===== config.mk =====
export PLATFORM = sky130hd
export DESIGN_NAME = rs5_iter_divider
export DESIGN_NICKNAME = d
export VERILOG_FILES = /design/src/rtl/RS5_pkg.sv /design/src/rtl/rs5_div_step.sv /design/src/rtl/rs5_iter_divider.sv
export SDC_FILE = /design/constraint.sdc
export NUM_CORES = 1
export LEC_CHECK = 0
export ABC_CLOCK_PERIOD_IN_PS = 9490
export CAP_MARGIN = 20
export CORE_MARGIN = 3
export CORE_UTILIZATION = 55
export CTS_CLUSTER_DIAMETER = 60
export CTS_CLUSTER_SIZE = 8
export DETAILED_ROUTE_END_ITERATION = 8
export PLACE_DENSITY = 0.82
export REMOVE_ABC_BUFFERS = 1
export SLEW_MARGIN = 20
export SYNTH_ARGS = -nofsm -noshare
export SYNTH_HDL_FRONTEND = slang
export SYNTH_SLANG_ARGS = --single-unit

===== constraint.sdc =====
create_clock -name clk -period 9.49 [get_ports clk]
set_clock_uncertainty 0.2 [all_clocks]
set_input_delay 2.847 -clock clk [delete_from_list [all_inputs] [get_ports clk]]
set_output_delay 2.847 -clock clk [all_outputs]
set_load 0.02 [all_outputs]

===== src/rtl/RS5_pkg.sv =====
// Shared types for the iterative divider: FSM states, operation encoding, limits.
// Latency: n/a (declarations only).
// Backpressure: n/a.
package RS5_pkg;

  typedef enum logic [1:0] {
    D_IDLE = 2'b00,
    D_INIT = 2'b01,
    D_CALC = 2'b10,
    D_SIGN = 2'b11
  } div_states_e;

  typedef enum logic [1:0] {
    DIV_S = 2'b00,
    DIVU  = 2'b01,
    REM_S = 2'b10,
    REMU  = 2'b11
  } div_op_e;

  // Widest step chain the unit is built for.
  localparam int DIV_BPC_MAX = 4;

endpackage


===== src/rtl/rs5_div_step.sv =====
// One restoring division step: shift in a dividend bit, trial-subtract the divisor.
// Latency: combinational.
// Backpressure: none; pure function of its inputs.
module rs5_div_step #(
  parameter int XLEN = 32
) (
  input  logic [XLEN:0]   rem_i,
  input  logic            bit_i,
  input  logic [XLEN-1:0] div_i,
  output logic [XLEN:0]   rem_o,
  output logic            q_o
);

  logic [XLEN+1:0] shifted_d;
  logic [XLEN+1:0] diff_d;

  // Top bit of the difference is the borrow: set means the divisor did not fit.
  always_comb begin
    shifted_d = {rem_i, bit_i};
    diff_d    = shifted_d - {2'b00, div_i};
    q_o       = ~diff_d[XLEN+1];
    rem_o     = q_o ? diff_d[XLEN:0] : shifted_d[XLEN:0];
  end

endmodule


===== src/rtl/rs5_iter_divider.sv =====
// Multi-cycle DIV/DIVU/REM/REMU unit retiring BITS_PER_CYCLE quotient bits per cycle.
// Latency: 3+XLEN/BITS_PER_CYCLE cycles full divide; 2 cycles for special, early-out or reuse.
// Backpressure: busy_o high while occupied; start_i ignored then. flush_i aborts silently.
module rs5_iter_divider
  import RS5_pkg::*;
#(
  parameter int XLEN           = 32,
  parameter int BITS_PER_CYCLE = 1,
  parameter int EARLY_OUT      = 1,
  parameter int REUSE          = 1
) (
  input  logic            clk,
  input  logic            reset_n,
  input  logic            start_i,
  input  logic [1:0]      op_i,
  input  logic [XLEN-1:0] a_i,
  input  logic [XLEN-1:0] b_i,
  input  logic            flush_i,
  output logic            busy_o,
  output logic            valid_o,
  output logic [XLEN-1:0] result_o
);

  localparam int BPC  = (BITS_PER_CYCLE > DIV_BPC_MAX) ? DIV_BPC_MAX : BITS_PER_CYCLE;
  localparam int N    = XLEN / BPC;
  localparam int CNTW = (N > 1) ? $clog2(N) : 1;
  localparam logic [XLEN-1:0] XMIN = {1'b1, {(XLEN-1){1'b0}}};

  div_states_e     state_q;
  logic [1:0]      op_q;
  logic [XLEN-1:0] a_q, b_q;
  logic [XLEN-1:0] qa_q;       // dividend bits shift out the top, quotient bits shift in below
  logic [XLEN:0]   rem_q;      // partial remainder with headroom bit for the trial subtract
  logic [XLEN-1:0] bmag_q;
  logic            qneg_q, rneg_q;
  logic [CNTW-1:0] cnt_q;      // remaining CALC iterations after the current one
  logic            busy_q, valid_q;
  logic [XLEN-1:0] result_q;
  logic            tag_vld_q, tag_s_q;
  logic [XLEN-1:0] tag_a_q, tag_b_q, tag_quo_q, tag_rem_q;

  logic            is_signed_d, a_neg_d, b_neg_d;
  logic [XLEN-1:0] a_mag_d, b_mag_d;
  logic            b_zero_d, ovf_d, small_d, hit_d, special_d;
  logic [XLEN-1:0] early_q_d, early_r_d;
  logic [XLEN-1:0] quo_fin_d, rem_fin_d, sel_fin_d, qa_shift_d;
  logic [BPC-1:0]  qbits_d;
  logic [XLEN:0]   rem_last_d;

  // Operand magnitudes, signs and the short-circuit cases evaluated in D_INIT.
  always_comb begin
    is_signed_d = ~op_q[0];
    a_neg_d     = is_signed_d & a_q[XLEN-1];
    b_neg_d     = is_signed_d & b_q[XLEN-1];
    a_mag_d     = a_neg_d ? -a_q : a_q;
    b_mag_d     = b_neg_d ? -b_q : b_q;
    b_zero_d    = (b_q == '0);
    ovf_d       = is_signed_d && (a_q == XMIN) && (b_q == '1);
    small_d     = (EARLY_OUT != 0) && (a_mag_d < b_mag_d);
    hit_d       = (REUSE != 0) && tag_vld_q && (tag_a_q == a_q) && (tag_b_q == b_q)
                  && (tag_s_q == is_signed_d);
    special_d   = b_zero_d | ovf_d | small_d | hit_d;
    if (b_zero_d) begin
      early_q_d = '1;
      early_r_d = a_q;
    end else if (ovf_d) begin
      early_q_d = XMIN;
      early_r_d = '0;
    end else if (small_d) begin
      early_q_d = '0;
      early_r_d = a_q;
    end else begin
      early_q_d = tag_quo_q;
      early_r_d = tag_rem_q;
    end
  end

  // Chain of restoring steps; step 0 consumes the most significant pending dividend bit.
  for (genvar k = 0; k < BPC; k++) begin : g_step
    logic [XLEN:0] rem_in;
    logic [XLEN:0] rem_out;
    logic          q;
    if (k == 0) begin : g_first
      assign rem_in = rem_q;
    end else begin : g_next
      assign rem_in = g_step[k-1].rem_out;
    end
    rs5_div_step #(.XLEN(XLEN)) u_step (
      .rem_i (rem_in),
      .bit_i (qa_q[XLEN-1-k]),
      .div_i (bmag_q),
      .rem_o (rem_out),
      .q_o   (q)
    );
    assign qbits_d[BPC-1-k] = q;
  end

  assign rem_last_d = g_step[BPC-1].rem_out;

  // Shifted quotient register and sign-corrected final results.
  always_comb begin
    qa_shift_d = (qa_q << BPC) | XLEN'(qbits_d);
    quo_fin_d  = qneg_q ? -qa_q : qa_q;
    rem_fin_d  = rneg_q ? -rem_q[XLEN-1:0] : rem_q[XLEN-1:0];
    sel_fin_d  = op_q[1] ? rem_fin_d : quo_fin_d;
  end

  // Control FSM, datapath registers, registered outputs and the reuse tag.
  always_ff @(posedge clk) begin
    if (!reset_n) begin
      state_q   <= D_IDLE;
      op_q      <= '0;
      a_q       <= '0;
      b_q       <= '0;
      qa_q      <= '0;
      rem_q     <= '0;
      bmag_q    <= '0;
      qneg_q    <= 1'b0;
      rneg_q    <= 1'b0;
      cnt_q     <= '0;
      busy_q    <= 1'b0;
      valid_q   <= 1'b0;
      result_q  <= '0;
      tag_vld_q <= 1'b0;
      tag_s_q   <= 1'b0;
      tag_a_q   <= '0;
      tag_b_q   <= '0;
      tag_quo_q <= '0;
      tag_rem_q <= '0;
    end else begin
      valid_q <= 1'b0;
      if (flush_i) begin
        state_q   <= D_IDLE;
        busy_q    <= 1'b0;
        tag_vld_q <= 1'b0;
      end else begin
        case (state_q)
          D_IDLE: begin
            if (start_i) begin
              op_q    <= op_i;
              a_q     <= a_i;
              b_q     <= b_i;
              busy_q  <= 1'b1;
              state_q <= D_INIT;
            end
          end
          D_INIT: begin
            qneg_q <= a_neg_d ^ b_neg_d;
            rneg_q <= a_neg_d;
            if (special_d) begin
              result_q <= op_q[1] ? early_r_d : early_q_d;
              valid_q  <= 1'b1;
              busy_q   <= 1'b0;
              state_q  <= D_IDLE;
              if (!hit_d) begin
                tag_vld_q <= 1'b0;
              end
            end else begin
              qa_q    <= a_mag_d;
              bmag_q  <= b_mag_d;
              rem_q   <= '0;
              cnt_q   <= CNTW'(N - 1);
              state_q <= D_CALC;
            end
          end
          D_CALC: begin
            qa_q  <= qa_shift_d;
            rem_q <= rem_last_d;
            if (cnt_q == '0) begin
              state_q <= D_SIGN;
            end else begin
              cnt_q <= cnt_q - 1'b1;
            end
          end
          D_SIGN: begin
            result_q  <= sel_fin_d;
            valid_q   <= 1'b1;
            busy_q    <= 1'b0;
            state_q   <= D_IDLE;
            tag_vld_q <= 1'b1;
            tag_s_q   <= is_signed_d;
            tag_a_q   <= a_q;
            tag_b_q   <= b_q;
            tag_quo_q <= quo_fin_d;
            tag_rem_q <= rem_fin_d;
          end
          default: begin
            state_q <= D_IDLE;
            busy_q  <= 1'b0;
          end
        endcase
      end
    end
  end

  assign busy_o   = busy_q;
  assign valid_o  = valid_q;
  assign result_o = result_q;

endmodule


==> impl_metrics.tcl <==
set metrics [dict create \
    status "completed" \
    cts_setup_buffers 0 \
    wl_met2_mm 26.88 \
    cts.reportedPaths.clkPinSlew_ps 50 \
    synth_common_cells "nand2_1 (439), dfxtp_1 (336), a21oi_1 (244)" \
    async_flop_share_pct 0 \
    finalSetupTns_ps 0 \
    synth_area_leaders "dfxtp_1 (34%), nand2_1 (8.4%), a21oi_1 (6.3%)" \
    drv_cap 0 \
    die_h_um 194.3 \
    syn_inst 2571 \
    clock_sinks 336 \
    whs_path_depth 2 \
    numCtsBuffers 48 \
    wl_mm 60.20 \
    synth_edf_count 0 \
    rsz0062_at_grt "no" \
    utilization_pct 62.82 \
    start_util_pct 56.21 \
    p_switching_mw 1.122 \
    die_area_um2 37770 \
    dr.max_layer_used "met4" \
    worstSkewPairLatency_ps 570 \
    hp-class "flip-flop to flip-flop" \
    final_nets 2682 \
    cts_tree "yes" \
    wire_per_inst_um 20.06 \
    fin_area_um2 21810 \
    ys_seq_area_share_pct 34.47 \
    worst_slew_pin_slew_ps 1126 \
    antenna_found_initial 0 \
    p_int_mw 2.668 \
    endpoint_kind "flip-flop" \
    ant_nets 0 \
    syn_area_per_cell_um2 7.589 \
    io_buffers 103 \
    cts_root_buf "clkbuf_16" \
    gp_congestion 0.9752 \
    synth_most_common_cell "nand2_1" \
    core_um2 34710 \
    layout-drive-gt1-share_pct 4.595 \
    sequentialPowerShare_pct 39.5 \
    grt_pass1_wl_mm 94.88 \
    htree_num_levels 2 \
    slew_headroom_pct 24.93 \
    p_clk_share_pct 40.7 \
    wl_met1_mm 24.88 \
    io_pins 104 \
    max-vdd-ir-drop_v 0.0001329 \
    largest_register_ff_count 33 \
    yosysTopAreaCell "dfxtp_1" \
    cts_buffer_depth 3 \
    rows 68 \
    route.detailed.drc 0 \
    post_dp_cell_area_um2 20510 \
    dpl.hpwl_mm 42.53 \
    n_fill_cell 2982 \
    grt_max_degree 105 \
    rr_worst_depth 17 \
    drt-initial-drc-count 2101 \
    cts_resized 0 \
    crit_fanout 69 \
    ys_warn_count 0 \
    ys_types 76 \
    grt_pass1_vias 17550 \
    die_width_um 194.3 \
    met3_length_mm 5.659 \
    max_freq_mhz 172.4 \
    drt_first_pass_iters 5 \
    n_antenna_cell 0 \
    avgViaCountPerCell 6.251 \
    cts_hold_buf 0 \
    period_needed_ps 5801 \
    worst-endpoint-required_ps 9730 \
    netlist.area_leader.share_pct 34.47 \
    start_kind "flip-flop" \
    overflow 0 \
    pwr_density_cell_nw_per_um2 173.8 \
    grtUsageTotal_pct 30.57 \
    vias 18760 \
    finalCritPeriodShare_pct 61.13 \
    synthToLayoutAreaGrowth_pct 11.76 \
    combPwrFrac_pct 19.8 \
    ys_seq_elements 336 \
    setup_viol 0 \
    p_leak_nw 8.115 \
    cp.arrival_ps 6040 \
    switching_share_pct 29.61 \
    drv_slew 0 \
    crit_type "flip-flop to flip-flop" \
    hold_violations 0 \
    synth_ff_type "dfxtp_1" \
    syn_area_um2 19510 \
]
logic make-up (layout without fill, tap and decap cells):
group,after synthesis,in the layout,share of synthesized area (%)
multiplexers,73,73,3.764
AO/OA/AOI/OAI,690,690,21.63
AND/OR/NAND/NOR,907,907,20.80
XOR/XNOR,194,194,8.708
adder cells (fa/ha/maj),71,71,4.592
buffers and inverters,300,275,6.034
flip-flops,336,336,34.47
final timing paths:
check / startpoint / to / slack [ps]
worst max-delay path: b_q[15]$_SDFFE_PN0P_ / g_step[0].rem_in[18]$_SDFFE_PN0P_ / 3690
worst min-delay path: tag_b_q[25]$_SDFFE_PN0P_ / tag_b_q[25]$_SDFFE_PN0P_ / 260
worst max register to register: b_q[15]$_SDFFE_PN0P_ / g_step[0].rem_in[18]$_SDFFE_PN0P_ / 3690
worst min register to register: tag_b_q[25]$_SDFFE_PN0P_ / tag_b_q[25]$_SDFFE_PN0P_ / 260
power by group through the flow:
stage               sequential [mW]  clock [mW]  combinational, mW
detailed placement             1.52           0              0.729
CTS                            1.50        1.55              0.736
finish                         1.50        1.54              0.750
floorplan                      1.51           0              0.496
global route                   1.50        1.61              0.815
global placement               1.52           0              0.717
cell type report:
| class | instances | area [um2] | share of cell area, % |
|---|---|---|---|
| multi-input combinational | 1935 | 11660 | 53.45 |
| timing repair buffer | 126 | 1199 | 5.497 |
| sequential | 336 | 6729 | 30.86 |
| inverter | 94 | 357.8 | 1.641 |
| clock inverter | 3 | 47.55 | 0.2180 |
| clock buffer | 52 | 1247 | 5.721 |
| tap | 455 | 569.3 | 2.611 |
per-layer routing:
metal	up-vias	track usage [%]
li1	8854	-
met1	8755	41.03
met2	981	48.35
met3	169	5.616
met4	0	13.40
met5	-	0
critical path, stage by stage, from the launching register on:
cell and delay, ps:
dfxtp_1 390, or3_1 430, or3_1 370, nor2_1 210
nand2_1 120, or4_1 540, o21ai_0 220, xor2_1 130
ha_1 300, and4_1 210, nand4_1 140, o31ai_1 410
nor2_1 230, nor4_4 300, buf_4 640, nor3_2 110
buf_4 290, a221o_1 380
cell usage in the layout, fill, tap and decap left out, drive strengths merged, types with 26 or more instances in the layout:
cell             n
nand2          441
dfxtp          336
a21oi          244
nor2           217
o21ai          166
xnor2          109
clkdlybuf4s50  102
inv             96
xor2            85
a211oi          80
mux2i           70
ha              70
nor3            56
clkbuf          52
nand4           31
o211ai          29
nor4            29
o31ai           28
and2            27
a31oi           26
stage by stage:
step                      instances  worst slack, ps  hold WS [ps]  power (mW)
after floorplan                2365            169.2         233.2       2.006
after global placement         2946             3557         240.6       2.238
after detailed placement       2946             3499         248.7       2.252
after CTS                      3001             3702         254.8       3.779
after global routing           3001             3186         273.6       3.922
final                          3001             3689         255.2       3.790
Note: power is estimated with default switching activity, not from simulation.
